File: config.mk
export PLATFORM = sky130hd
export DESIGN_NAME = rgmii_tx_rate_adapter
export DESIGN_NICKNAME = d
export VERILOG_FILES = /design/src/rtl/rgmii_tx_rate_adapter.sv
export SDC_FILE = /design/constraint.sdc
export NUM_CORES = 1
export LEC_CHECK = 0
export CAP_MARGIN = 25
export CORE_ASPECT_RATIO = 0.9
export CORE_UTILIZATION = 52
export CTS_BUF_LIST = sky130_fd_sc_hd__clkbuf_16
export CTS_CLUSTER_SIZE = 24
export DETAILED_ROUTE_END_ITERATION = 16
export PLACE_DENSITY = 0.9
export SETUP_SLACK_MARGIN = 0.2
export SLEW_MARGIN = 25
export SYNTH_ARGS = -nofsm -noshare
export SYNTH_HDL_FRONTEND = slang
export SYNTH_SLANG_ARGS = --single-unit
File: constraint.sdc
create_clock -name tx_mac_aclk -period 3.2 [get_ports tx_mac_aclk]
set_clock_uncertainty 0.15 [all_clocks]
set_input_delay 0.64 -clock tx_mac_aclk [delete_from_list [all_inputs] [get_ports tx_mac_aclk]]
set_output_delay 0.64 -clock tx_mac_aclk [all_outputs]
set_load 0.01 [all_outputs]
File: src/rtl/rgmii_tx_rate_adapter.sv
// rgmii_tx_rate_adapter: paces a byte stream onto RGMII ODDR inputs at 1000M, 100M or 10M from a single 125 MHz clock.
module rgmii_tx_rate_adapter (
    input  logic       tx_mac_aclk,
    input  logic       tx_mac_resetn,
    input  logic [1:0] inband_clock_speed,
    input  logic [7:0] tx_axis_rgmii_tdata,
    input  logic       tx_axis_rgmii_tvalid,
    output logic       tx_axis_rgmii_tready,
    output logic       rgmii_txc_rise,
    output logic       rgmii_txc_fall,
    output logic [3:0] rgmii_txd_rise,
    output logic [3:0] rgmii_txd_fall,
    output logic       rgmii_tx_ctl_rise,
    output logic       rgmii_tx_ctl_fall,
    output logic [1:0] speed_active
);
    typedef enum logic [1:0] {S_IDLE, S_LO, S_HI} state_t;
    state_t     r_state, w_state_nx;
    logic [1:0] r_spd_meta, r_spd_sync, r_speed;
    logic [5:0] r_phase, w_phase_max;
    logic [7:0] r_byte;
    logic [3:0] w_nib;
    logic       r_en, w_gig, w_100, w_wrap, w_last, w_take, w_apply;

    // Byte slot state: idle, low nibble, high nibble (1000M bytes live only in S_LO).
    always_ff @(posedge tx_mac_aclk) begin
        if (!tx_mac_resetn) r_state <= S_IDLE;
        else                r_state <= w_state_nx;
    end

    // Speed decode, handshake, speed-change gating, next state and RGMII outputs.
    always_comb begin
        w_gig                = r_speed[1];
        w_100                = r_speed == 2'b01;
        w_phase_max          = w_gig ? 6'd0 : w_100 ? 6'd4 : 6'd49;
        w_wrap               = r_phase == w_phase_max;
        w_last               = w_gig || r_state == S_HI;
        tx_axis_rgmii_tready = r_en && w_wrap && (r_state == S_IDLE || w_last);
        w_take               = tx_axis_rgmii_tready && tx_axis_rgmii_tvalid;
        w_apply              = r_en && w_wrap && r_state == S_IDLE && !tx_axis_rgmii_tvalid
                               && r_spd_sync != r_speed;
        w_state_nx           = r_state;
        if (w_take)
            w_state_nx = S_LO;
        else if (w_wrap)
            w_state_nx = (r_state == S_LO && !w_gig) ? S_HI : S_IDLE;
        rgmii_txc_rise    = r_en && (w_gig || (w_100 ? r_phase <= 6'd2 : r_phase <= 6'd24));
        rgmii_txc_fall    = r_en && !w_gig && (w_100 ? r_phase <= 6'd1 : r_phase <= 6'd24);
        w_nib             = r_state == S_HI ? r_byte[7:4] : r_byte[3:0];
        rgmii_txd_rise    = r_state == S_IDLE ? 4'd0 : w_gig ? r_byte[3:0] : w_nib;
        rgmii_txd_fall    = r_state == S_IDLE ? 4'd0 : w_gig ? r_byte[7:4] : w_nib;
        rgmii_tx_ctl_rise = r_state != S_IDLE;
        rgmii_tx_ctl_fall = r_state != S_IDLE;
        speed_active      = r_speed;
    end

    // Speed synchronizer, phase counter, applied speed and byte holding register.
    always_ff @(posedge tx_mac_aclk) begin
        if (!tx_mac_resetn) begin
            r_spd_meta <= 2'b10;
            r_spd_sync <= 2'b10;
            r_speed    <= 2'b10;
            r_phase    <= 6'd0;
            r_byte     <= 8'd0;
            r_en       <= 1'b0;
        end else begin
            r_spd_meta <= inband_clock_speed;
            r_spd_sync <= r_spd_meta;
            r_en       <= 1'b1;
            r_phase    <= w_wrap ? 6'd0 : r_phase + 6'd1;
            if (w_apply) r_speed <= r_spd_sync;
            if (w_take)  r_byte  <= tx_axis_rgmii_tdata;
        end
    end
endmodule

Yosys cells after proc, flatten, opt, wreduce, memory -nomap -nowiden

Index checks and enable logic that the tools add are counted.
Widths: inputs -> output; s select.

Eq/ne operators: 5
Reductions and logical operators: 20
Mux-type cells: 13
Add/sub/neg operators: 1
Magnitude comparators: 3
Bitwise logic cells: 1

Operators with widths:

| cell                | number |
|---|---|
| $mux 4              | 5 |
| $mux 6              | 2 |
| $logic_and 1x1->1   | 10 |
| $add 6x1->6 const B | 1 |
| $eq 6x6->1          | 1 |
| $le 6x1->1 const B  | 1 |
| $le 6x2->1 const B  | 1 |
| $le 6x5->1 const B  | 1 |
| $mux 1              | 5 |
| $eq 2x1->1 const B  | 2 |
| $reduce_bool 2->1   | 2 |
| $reduce_or 2->1     | 2 |
| $logic_or 1x1->1    | 3 |
| $eq 2x2->1 const B  | 1 |
| $logic_not 1->1     | 2 |
| $logic_not 2->1     | 1 |
| $mux 2              | 1 |
| $ne 2x2->1          | 1 |
| $not 1->1           | 1 |

Input port bits: 13
Bits in registers: 23
Logic and storage cells: 51
Output and inout port bits: 15

Longest topological paths before layout

Word-level depth: 8
Depth in mapped cells: 6
Depth with buffers taken out: 5

Worst setup path after synthesis

Ideal clock, no wire load.

Path type: register to output
From: reg r_phase[0]
To: out tx_axis_rgmii_tready
Required time: 2.410 ns
Path buffers: 0
Stages on the path, launching flop included: 5
Data arrival time: 1.452 ns
Path slack: 0.958 ns
Cells stage by stage: dfxtp_1 -> nor3_1 -> mux2i_2 -> or4_4 -> nor3b_2

Longest elaborated chain between the ends: 3

RTL lines:

| item                            | RTL line | text |
|---|---|---|
| start, declared                 | 20       | `logic [5:0] r_phase, w_phase_max;` |
| start signal, assigned          | 70       | `r_phase <= w_wrap ? 6'd0 : r_phase + 6'd1;` |
| $eq 6x6->1                      | 36       | `w_wrap = r_phase == w_phase_max;` |
| $logic_and 1x1->1 (2 in series) | 38       | `tx_axis_rgmii_tready = r_en && w_wrap && (r_state == S_IDLE \|\| w_last);` |
| end, declared                   | 8        | `output logic tx_axis_rgmii_tready,` |

No other way between the ends.

Final worst setup path

From: reg r_phase[1]
To: out rgmii_txc_fall

Longest elaborated chain between the ends: 3
Elaborated cells on any way between the ends: 4
Those cells by class: 2 x order compare; 1 x mux; 1 x reduce/logical

RTL lines:

| item                                            | RTL line | text |
|---|---|---|
| $le 6x5->1 / $le 6x1->1 (equally long branches) | 48       | `rgmii_txc_fall = r_en && !w_gig && (w_100 ? r_phase <= 6'd1 : r_phase <= 6'd24);` |
| $mux 1 (*)                                      | 48       |  |
| $logic_and 1x1->1 (*)                           | 48       |  |
| end, declared                                   | 10       | `output logic rgmii_txc_fall,` |

Mark *: on every way between the ends. The rest lies on a longest branch, timed or not.

==> impl_results.md <==
* Status: finished clean
* Top Usage Layer GRT: met2
* RR Startpoint: r_state[0]$_SDFFE_PN0P_
* Max_slew headroom at 63.6%
* First-pass GRT wire length at 3770 um
* Filler Cell Count at between 150 and 200
* Sequential fraction of the synthesis area at 38.3%
* Top-count cell post-synth: dfxtp_1
* PwrDens at 406 mW/mm^2
* Synth Register Bits at 23
* Crit path kind: register to output port
* DP Cell Count at approximately 180
* Min-Delay Path Class: register to register
* FP Rows at 16
* Switching share of power at 21.1%
* Final Slew Violations at 0
* Synth-to-Final Area Change at 31.1%
* Hold-fix buffers, CTS at 0
* Setup crit start: r_phase[1]$_SDFF_PP0_
* Post-synth ARST share at 0%
* Post-synth EDFFs at 0
* Post-DP HPWL at 1790 um
* WP data arrival at between 2 and 2.5 ns
* RSZ-0062 raised after global routing: false
* Core area at around 0.0022 sq mm
* Reg area at roughly 470 sq um
* Total number of vias at approximately 1000
* Routability-driven placement congestion ratio at 0.856
* Met2 usage at 35.7%
* Combinational power share at a little over a tenth
* Reg clk slew, reported paths at around 0.06 ns
* Postcts setup bufs at 0
* Clk_lat worst skew at 0.25 ns
* Avg WL per Cell at 13.4 um
* Htree depth at 1
* Slowest CP cell: clkdlybuf4s50_1
* R2r setup slk at 1.24 ns
* Via density at 5.49
* Commonest cells in the netlist: dfxtp_1 (23), nand2_1 (22), a22o_1 (11), mux2i_1 (11), nor2_1 (8)
* Die Area at 0.00251 sq mm
* TritonCTS buffer count at 3
* I/O Pins at 28
* P_sw at 0.135 mW
* Final hold violations at 0
* Top cell type's share of synthesized area at approximately two fifths
* Maxcap violations at 0
* CP required at 2.41 ns
* Crit. End Element: output port
* Setup violators final at 0
* Synth area leaders: dfxtp_1 (38%), mux2i_1 (9.2%), a22o_1 (8.0%), nand2_1 (6.9%), ha_1 (4.2%)
* Critical-path cell list: o311a_2 > nor3_1 > a31oi_1 > nor3b_1 > clkdlybuf4s50_1
* Clock share of power at slightly above 40%
* Minimum clock period after layout at 2.90 ns
* Final ANT Viol Nets at 0
* Vias in the first global route at between 800 and 900
* Area leader, netlist: dfxtp_1
* First-pass detailed-route iteration total at 4
* Post-Layout Cell Count at 185
* Syn Inst Count at 133
* Nets at 176
* Met3 usage at under 10%
* Synthesis Warnings at 0
* Top_reg_cell synth: dfxtp_1
* Die height at 47.6 um
* Die span in x at about 53 um
* Clock buffer depth at 2
* Largest net degree at the start of global routing at 18
* Critical path launch point type: register
* Share of cells above drive strength 1 at about an eighth
* Overflow after GRT at 0
* Routed WL at 2490 um
* Mapped cell area at roughly 0.0012 sq mm
* Initial antenna violation count at 0
* Initial cell density of the core at between 50 and 60%
* Max incr delay on CP at 0.56 ns
* Antenna Cells at 0
* Slew @ Worst Pin at between 0.5 and 0.6 ns
* Power share of the sequential group at 47.9%
* Reg2reg end: r_state[0]$_SDFFE_PN0P_
* Port bufs at 27
* Maximum VDD drop at about 0.33 mV
* Distinct cells, synth at 36
* GR Layer Usage met1 at 27.3%
* Syn avg cell area at 9.03 sq um
* CP endpoint: rgmii_txc_fall
* Peak fanout along the critical path at 8
* Final setup TNS at 0 ns
* CTS tree: built
* DRT iter0 DRCs at 21
* Root Driver: clkbuf_16
* Fin crit share at about nine tenths
* GRT Total Usage at 20.9%
* CTS sink cnt at 23
* Footprint of the multi-input gates at a little under 700 sq um
* Internal power at 0.504 mW
* # DRC at 0
* Leakage at 0.631 nW
* Fmax at 345 MHz
* Syn Nets at 150
* Reg2reg path depth at 5
worst min-delay path by stage:
stage,startpoint,cells after the start,slack (ns),endpoint
2_1_floorplan,r_spd_meta[1]$_SDFF_PN1_,1,0.24,r_spd_sync[1]$_SDFF_PN1_
4_1_cts,r_spd_meta[1]$_SDFF_PN1_,1,0.25,r_spd_sync[1]$_SDFF_PN1_
3_5_place_dp,r_spd_meta[1]$_SDFF_PN1_,1,0.24,r_spd_sync[1]$_SDFF_PN1_
6_report,r_spd_meta[1]$_SDFF_PN1_,1,0.25,r_spd_sync[1]$_SDFF_PN1_
3_3_place_gp,r_spd_meta[1]$_SDFF_PN1_,1,0.24,r_spd_sync[1]$_SDFF_PN1_
5_1_grt,r_spd_meta[1]$_SDFF_PN1_,1,0.28,r_spd_sync[1]$_SDFF_PN1_
stage by stage:
stage / instance area, sq um / setup WS [ns] / hold slack, ns / power, mW / utilization (%)
final: 1580 / 0.303 / 0.253 / 0.639 / 72.2
after global routing: 1580 / 0.253 / 0.282 / 0.663 / 72.2
after CTS: 1570 / 0.202 / 0.255 / 0.641 / 72.0
after detailed placement: 1480 / 0.389 / 0.241 / 0.381 / 68.0
after global placement: 1480 / 0.454 / 0.240 / 0.378 / 68.0
after floorplan: 1200 / 0.958 / 0.236 / 0.349 / -
power by group through the flow:
stage	sequential [mW]	clock [mW]	combinational (mW)
floorplan	0.309	0	0.0402
global placement	0.311	0	0.0665
detailed placement	0.312	0	0.0683
CTS	0.306	0.265	0.0691
global route	0.308	0.280	0.0748
finish	0.306	0.264	0.0682
what timing repair did:
action,in CTS,in global routing
gates cloned,0,0
endpoints found under the hold margin,0,0
gates resized for setup,4,2
endpoints found under the setup margin,1,1
cells by family after synthesis:
group | synth area share [%]
muxes | 10.3
DFF | 38.3
and+or+nand+nor | 25.1
xor gates and xnor gates | 3.65
buffers and inverters | 4.89
AOI/OAI and AO/OA | 13.5
adders and majority gates | 4.17
flip-flops by register name (all words and copies together), names as in the netlist:
signal / flops
r_byte: 8
r_en: 1
r_phase: 6
r_spd_meta: 2
r_spd_sync: 2
r_state: 2
speed_active: 2
critical path: cells and delay by family, from the launching register on:
family,cells,cell delay [ns]
buffers and inverters,1,0.56
AOI/OAI and AO/OA,2,0.47
and+or+nand+nor,2,0.42
DFF,1,0.40
placed cells by master (no fill, tap or decap), types with 4 or more instances in the layout:
cell type and n:
clkdlybuf4s50_1 26, nand2_1 22, dfxtp_1 19, a22o_1 11, mux2i_1 11, nor2_1 8, inv_1 5, nand2b_1 4
ha_1 4, dfxtp_2 4
per-layer routing:
layer	up-vias	wire length, um
li1	511	-
met1	474	1170
met2	26	1220
met3	4	74
met4	0	17
met5	-	0
cell type report:
| class | instances | share of cell area (%) |
|---|---|---|
| inverter | 4 | 0.953 |
| clock inverter | 1 | 0.238 |
| clock buffer | 3 | 4.77 |
| tap | 27 | 2.14 |
| sequential | 23 | 29.5 |
| multi-input combinational | 97 | 43.6 |
| timing repair buffer | 30 | 18.7 |
(Power assumes the default switching activity.)
